File: config.mk
export PLATFORM = sky130hd
export DESIGN_NAME = mul_div_unit
export DESIGN_NICKNAME = d
export VERILOG_FILES = /design/src/rtl/mul_div_unit.sv
export SDC_FILE = /design/constraint.sdc
export NUM_CORES = 2
export LEC_CHECK = 0
export ABC_CLOCK_PERIOD_IN_PS = 17000
export CAP_MARGIN = 5
export CORE_ASPECT_RATIO = 1.2
export CORE_UTILIZATION = 49
export CTS_BUF_LIST = sky130_fd_sc_hd__clkbuf_4
export DETAILED_ROUTE_END_ITERATION = 16
export GPL_ROUTABILITY_DRIVEN = 1
export GPL_TIMING_DRIVEN = 0
export PLACE_DENSITY = 0.65
export SYNTH_ARGS = -nofsm -noshare
export SYNTH_HDL_FRONTEND = slang
export SYNTH_SLANG_ARGS = --single-unit
export TNS_END_PERCENT = 5
File: constraint.sdc
create_clock -name CLK -period 17 [get_ports CLK]
set_input_delay 2.55 -clock CLK [delete_from_list [all_inputs] [get_ports CLK]]
set_output_delay 2.55 -clock CLK [all_outputs]
set_load 0.1 [all_outputs]
File: src/rtl/mul_div_unit.sv
// Iterative RV32M multiply/divide unit: single-edge multiply, restoring radix-2 divide.
// Optional build macro MULDIV_EARLY_OUT_EN: divisions with |dividend| < |divisor| skip the iterations.
module mul_div_unit #(
    parameter int XLEN = 32,
    parameter int RD_W = 5
) (
    input  logic            CLK,
    input  logic            RESET,
    input  logic            START,
    input  logic [2:0]      FUNCT3,
    input  logic [XLEN-1:0] OPERAND_A,
    input  logic [XLEN-1:0] OPERAND_B,
    input  logic [RD_W-1:0] RD_IN,
    output logic            BUSY,
    output logic            DONE,
    output logic [XLEN-1:0] RESULT,
    output logic [RD_W-1:0] RD_OUT
);

    localparam int CNT_W = $clog2(XLEN);
    localparam logic [XLEN-1:0] MIN_NEG = {1'b1, {(XLEN-1){1'b0}}};
    localparam logic [XLEN-1:0] ALL_ONE = '1;
    localparam logic [CNT_W-1:0] LAST_CNT = CNT_W'(XLEN - 1);

    typedef enum logic [2:0] {
        S_IDLE,
        S_MUL,
        S_DIV,
        S_FIX,
        S_DONE
    } state_t;

    state_t state, state_nxt;

    logic [1:0]       op;
    logic [RD_W-1:0]  rd_tag;
    logic [XLEN-1:0]  mul_a, mul_b;
    logic [XLEN-1:0]  quo, rem, divisor;
    logic             quo_neg, rem_neg;
    logic [CNT_W-1:0] cnt;

    // Accept-time decode of the incoming request
    logic            accept;
    logic            is_div, signed_div;
    logic            a_neg, b_neg;
    logic [XLEN-1:0] a_mag, b_mag;
    logic            div_zero, div_ovf, early_out;

    always_comb begin
        accept     = START && (state == S_IDLE || state == S_DONE);
        is_div     = FUNCT3[2];
        signed_div = FUNCT3[2] && !FUNCT3[0];
        a_neg      = signed_div && OPERAND_A[XLEN-1];
        b_neg      = signed_div && OPERAND_B[XLEN-1];
        a_mag      = a_neg ? -OPERAND_A : OPERAND_A;
        b_mag      = b_neg ? -OPERAND_B : OPERAND_B;
        div_zero   = (OPERAND_B == '0);
        div_ovf    = signed_div && (OPERAND_A == MIN_NEG) && (OPERAND_B == ALL_ONE);
`ifdef MULDIV_EARLY_OUT_EN
        early_out  = !div_zero && (a_mag < b_mag);
`else
        early_out  = 1'b0;
`endif
    end

    // Product: both operands extended to 2*XLEN; low 2*XLEN bits of the
    // unsigned product equal the two's-complement product.
    logic            a_sx, b_sx;
    logic [2*XLEN-1:0] a_ext, b_ext, prod;

    always_comb begin
        a_sx  = (op != 2'b11) && mul_a[XLEN-1];
        b_sx  = (op == 2'b01) && mul_b[XLEN-1];
        a_ext = {{XLEN{a_sx}}, mul_a};
        b_ext = {{XLEN{b_sx}}, mul_b};
        prod  = a_ext * b_ext;
    end

    // One restoring step: shift in next dividend bit, subtract if it fits
    logic [XLEN:0]   shifted, trial;
    logic            fits;
    logic [XLEN-1:0] rem_step, quo_step;

    always_comb begin
        shifted  = {rem, quo[XLEN-1]};
        trial    = shifted - {1'b0, divisor};
        fits     = !trial[XLEN];
        rem_step = fits ? trial[XLEN-1:0] : shifted[XLEN-1:0];
        quo_step = {quo[XLEN-2:0], fits};
    end

    always_ff @(posedge CLK) begin
        if (RESET) state <= S_IDLE;
        else       state <= state_nxt;
    end

    always_comb begin
        state_nxt = state;
        BUSY      = 1'b0;
        DONE      = 1'b0;
        case (state)
            S_IDLE, S_DONE: begin
                DONE = (state == S_DONE);
                if (accept) begin
                    if (!is_div)                                state_nxt = S_MUL;
                    else if (div_zero || div_ovf || early_out)  state_nxt = S_FIX;
                    else                                        state_nxt = S_DIV;
                end else begin
                    state_nxt = S_IDLE;
                end
            end
            S_MUL: begin
                BUSY      = 1'b1;
                state_nxt = S_DONE;
            end
            S_DIV: begin
                BUSY = 1'b1;
                if (cnt == LAST_CNT) state_nxt = S_FIX;
            end
            S_FIX: begin
                BUSY      = 1'b1;
                state_nxt = S_DONE;
            end
            default: state_nxt = S_IDLE;
        endcase
    end

    always_ff @(posedge CLK) begin
        if (RESET) begin
            op      <= '0;
            rd_tag  <= '0;
            mul_a   <= '0;
            mul_b   <= '0;
            quo     <= '0;
            rem     <= '0;
            divisor <= '0;
            quo_neg <= 1'b0;
            rem_neg <= 1'b0;
            cnt     <= '0;
            RESULT  <= '0;
            RD_OUT  <= '0;
        end else begin
            case (state)
                S_IDLE, S_DONE: begin
                    if (accept) begin
                        op      <= FUNCT3[1:0];
                        rd_tag  <= RD_IN;
                        mul_a   <= OPERAND_A;
                        mul_b   <= OPERAND_B;
                        divisor <= b_mag;
                        cnt     <= '0;
                        // Special cases preload final values with no sign fix
                        if (div_zero) begin
                            quo     <= ALL_ONE;
                            rem     <= OPERAND_A;
                            quo_neg <= 1'b0;
                            rem_neg <= 1'b0;
                        end else if (div_ovf) begin
                            quo     <= MIN_NEG;
                            rem     <= '0;
                            quo_neg <= 1'b0;
                            rem_neg <= 1'b0;
                        end else if (early_out) begin
                            quo     <= '0;
                            rem     <= a_mag;
                            quo_neg <= a_neg ^ b_neg;
                            rem_neg <= a_neg;
                        end else begin
                            quo     <= a_mag;
                            rem     <= '0;
                            quo_neg <= a_neg ^ b_neg;
                            rem_neg <= a_neg;
                        end
                    end
                end
                S_MUL: begin
                    RESULT <= (op == 2'b00) ? prod[XLEN-1:0] : prod[2*XLEN-1:XLEN];
                    RD_OUT <= rd_tag;
                end
                S_DIV: begin
                    quo <= quo_step;
                    rem <= rem_step;
                    cnt <= cnt + 1'b1;
                end
                S_FIX: begin
                    if (op[1]) RESULT <= rem_neg ? -rem : rem;
                    else       RESULT <= quo_neg ? -quo : quo;
                    RD_OUT <= rd_tag;
                end
                default: ;
            endcase
        end
    end

endmodule

==> flow_metrics.env <==
export IMPL_die_width_um=299.6
export IMPL_wl_um=222000
export IMPL_cp_end_kind="flop"
export IMPL_hold_violations=0
export IMPL_drv_cap=0
export IMPL_syn_area_mm2=0.05207
export IMPL_synth_flop_cell="dfxtp_1"
export IMPL_clock_path_buffers=3
export IMPL_globalRouteTotalUtil=0.4198
export IMPL_place_hpwl_um=188200
export IMPL_grt_pass1_wl_um=322600
export IMPL_cts_num_sinks=213
export IMPL_clock_latency_ns=0.82
export IMPL_min_path_type="flop to flop"
export IMPL_post_cts_resize_count=0
export IMPL_area_delta_synth_final_pct=6.925
export IMPL_clock_fmax_mhz=86.70
export IMPL_period_minus_slack_ns=11.53
export IMPL_cpPeakStageDelay_ns=0.98
export IMPL_synth_area_top_cells="fa_1 43%, inv_1 9.0%, dfxtp_1 8.2%, nand2_1 7.7%, ha_1 6.0%"
export IMPL_grt_max_degree=25
export IMPL_skew_ns=0.09062
export IMPL_viasPerCell=5.797
export IMPL_finalSetupTns_ns=0
export IMPL_start_util=0.4956
export IMPL_first_pass_iters=6
export IMPL_fp_dieH_um=359.1
export IMPL_fp_coreArea_mm2=0.1051
export IMPL_wl_per_cell_um=28.61
export IMPL_grt_ovfl_total=0
export IMPL_yosysWarnings=0
export IMPL_vdd_drop_max_uv=77.06
export IMPL_dp_cells=7664
export IMPL_cp_arrival_ns=12.20
export IMPL_synth_seq_area_share=0.08189
export IMPL_cp_slowest_cell="fa_1"
export IMPL_fin_nets=7784
export IMPL_p_total_mw=3.365
export IMPL_boundaryPins=114
export IMPL_synth_top_area_cell="fa_1"
export IMPL_synth_edf_count=0
export IMPL_drive_gt1_frac=0.02278
export IMPL_maxSlewHeadroom=0.1052
export IMPL_rsz0062_at_grt="no"
export IMPL_hold_buffers=0
export IMPL_clockRootBuffer="clkbuf_4"
export IMPL_drc_errors=0
export IMPL_fillCellCount=10330
export IMPL_design_area_mm2=0.05568
export IMPL_final_max_slew_violation_count=0
export IMPL_avgSynthCellArea_um2=8.448
export IMPL_crit_buf_inv=10
export IMPL_setup_viol=0
export IMPL_status="finished clean"
export IMPL_postCtsSetupBuffers=0
export IMPL_synth_top_area_frac=0.4329
export IMPL_p_per_area_mw_per_mm2=60.43
export IMPL_rows=130
export IMPL_crit_path_start_kind="flop"
export IMPL_required_ns=17.67
export IMPL_port_buffer_count=111
export IMPL_ys_types=87
export IMPL_post_dp_cell_area_mm2=0.05494
export IMPL_antenna_found_initial=13
export IMPL_h_tree_depth=2
export IMPL_final_cells=7760
export IMPL_post_route_period_util=0.6784
export IMPL_cp_common_cell="fa_1"
export IMPL_cp_top_family="adder cells"
export IMPL_die_area_mm2=0.1076
export IMPL_leakagePower_nw=24.94
export IMPL_syn_inst=6164
export IMPL_critPathKind="flop to flop"
export IMPL_clk_pin_slew_ns=0.10
export IMPL_cts_buffers=52
export IMPL_gp_congestion=1.050
export IMPL_grt_pass1_vias=47570
export IMPL_path_max_fanout=10
export IMPL_synthArstFlopShare=0
export IMPL_vias=44980
export IMPL_drt_iter0_markers=3808
export IMPL_cts_tree="built"
export IMPL_tightest_slew_ns=1.342
export IMPL_synth_seq_cells=213
export IMPL_ant_nets=0
export IMPL_synth_common_cells="1,255 x inv_1, 1,126 x fa_1, 1,071 x nand2_1"
export IMPL_syn_nets=7616
export IMPL_yosysMostFrequentCell="inv_1"
-- registers in the layout, indices dropped and copies added (netlist names) --
name	count
rem	32
state	3
mul_a	32
RD_OUT	5
op	2
divisor	31
quo	32
rem_neg	1
rd_tag	5
cnt	5
mul_b	32
quo_neg	1
RESULT	32
-- worst paths after layout --
kind,from,endpoint,slack (ns),depth (start not counted)
max,op[1],RESULT[27],5.47,30
min,rd_tag[3],RD_OUT[3],0.45,2
max reg2reg,op[1],RESULT[27],5.47,30
min reg2reg,rd_tag[3],RD_OUT[3],0.45,2
-- power by group --
part	leakage (nW)	total (mW)	switching [mW]	internal, mW
logic	22.8	2.24	1.54	0.709
clock network	0.412	0.501	0.248	0.253
registers	1.75	0.619	0.0821	0.537
-- area by class of cell --
type | instances | area [um^2] | share of cell area
diodes | 8 | 20.02 | 0.0003595
plain buffers | 370 | 1423 | 0.02555
clock buffers | 63 | 473.0 | 0.008494
clock inverters | 25 | 244.0 | 0.004382
inverters | 1255 | 4711 | 0.08460
multi-input cells | 4326 | 41690 | 0.7487
flip-flops and latches | 213 | 4264 | 0.07658
well taps | 1386 | 1734 | 0.03115
repair buffers | 114 | 1125 | 0.02020
-- layout by cell type, fill, tap and decap left out, types with 12 or more instances in the layout --
cell type,synthesis,final
xnor2_1,114,114
a31oi_1,24,24
o21a_1,21,21
o21bai_1,18,18
a311oi_1,12,12
or2_2,17,17
nand2b_1,20,20
o211ai_1,28,28
a211oi_1,72,72
dfxtp_1,213,213
ha_1,251,251
o41ai_1,14,14
nand4_1,29,29
or3_1,26,26
and2_1,294,294
a221oi_1,19,19
nand2_1,1071,1071
nor2b_1,14,14
clkbuf_4,0,63
and3_1,31,31
nand3_1,50,50
xor2_1,68,68
o21ai_0,113,113
nor3_1,48,48
or4_1,12,12
o31ai_1,37,37
inv_1,1255,1255
mux2i_1,26,26
nor4_1,18,17
clkbuf_1,352,352
nor2_1,243,243
a21oi_1,303,303
a21o_1,51,51
fa_1,1126,1125
clkdlybuf4s50_1,0,111
a2111oi_0,18,17
a211o_1,13,13
-- worst reg2reg max path: cells and delay by family, from the launching register on --
| kind | cells | cell delay (ns) |
|---|---|---|
| flip-flops | 1 | 0.30 |
| buffers and inverters | 10 | 2.79 |
| AND/OR/NAND/NOR | 4 | 1.51 |
| adder cells (fa/ha/maj) | 9 | 4.90 |
| AO/OA/AOI/OAI | 7 | 1.89 |
-- per-layer routing --
layer | global-route usage | share of wire
met5 | 0 | 0.00014
met4 | 0.3545 | 0.10
met3 | 0.07711 | 0.079
met2 | 0.6869 | 0.47
met1 | 0.4744 | 0.35
-- per-stage QoR --
stage / utilization / setup slack (ns) / hold slack, ns
floorplan: - / 8.700 / 0.4319
global placement: 0.5227 / 5.656 / 0.4394
detailed placement: 0.5229 / 5.712 / 0.4449
CTS: 0.5297 / 5.661 / 0.4434
global route: 0.5299 / 5.256 / 0.4760
finish: 0.5299 / 5.466 / 0.4481
-- logic make-up (layout without fill, tap and decap cells) --
logic type | Yosys count | after routing | synth area share
xor+xnor | 182 | 182 | 0.03061
flops | 213 | 213 | 0.08189
compound gates | 822 | 822 | 0.1027
mux | 30 | 30 | 0.005863
simple gates | 1915 | 1915 | 0.1680
fa+ha+maj | 1377 | 1377 | 0.4932
buf+inv | 1625 | 1827 | 0.1178
other cells | 0 | 8 | 0
Note: power is estimated with default switching activity, not from simulation.
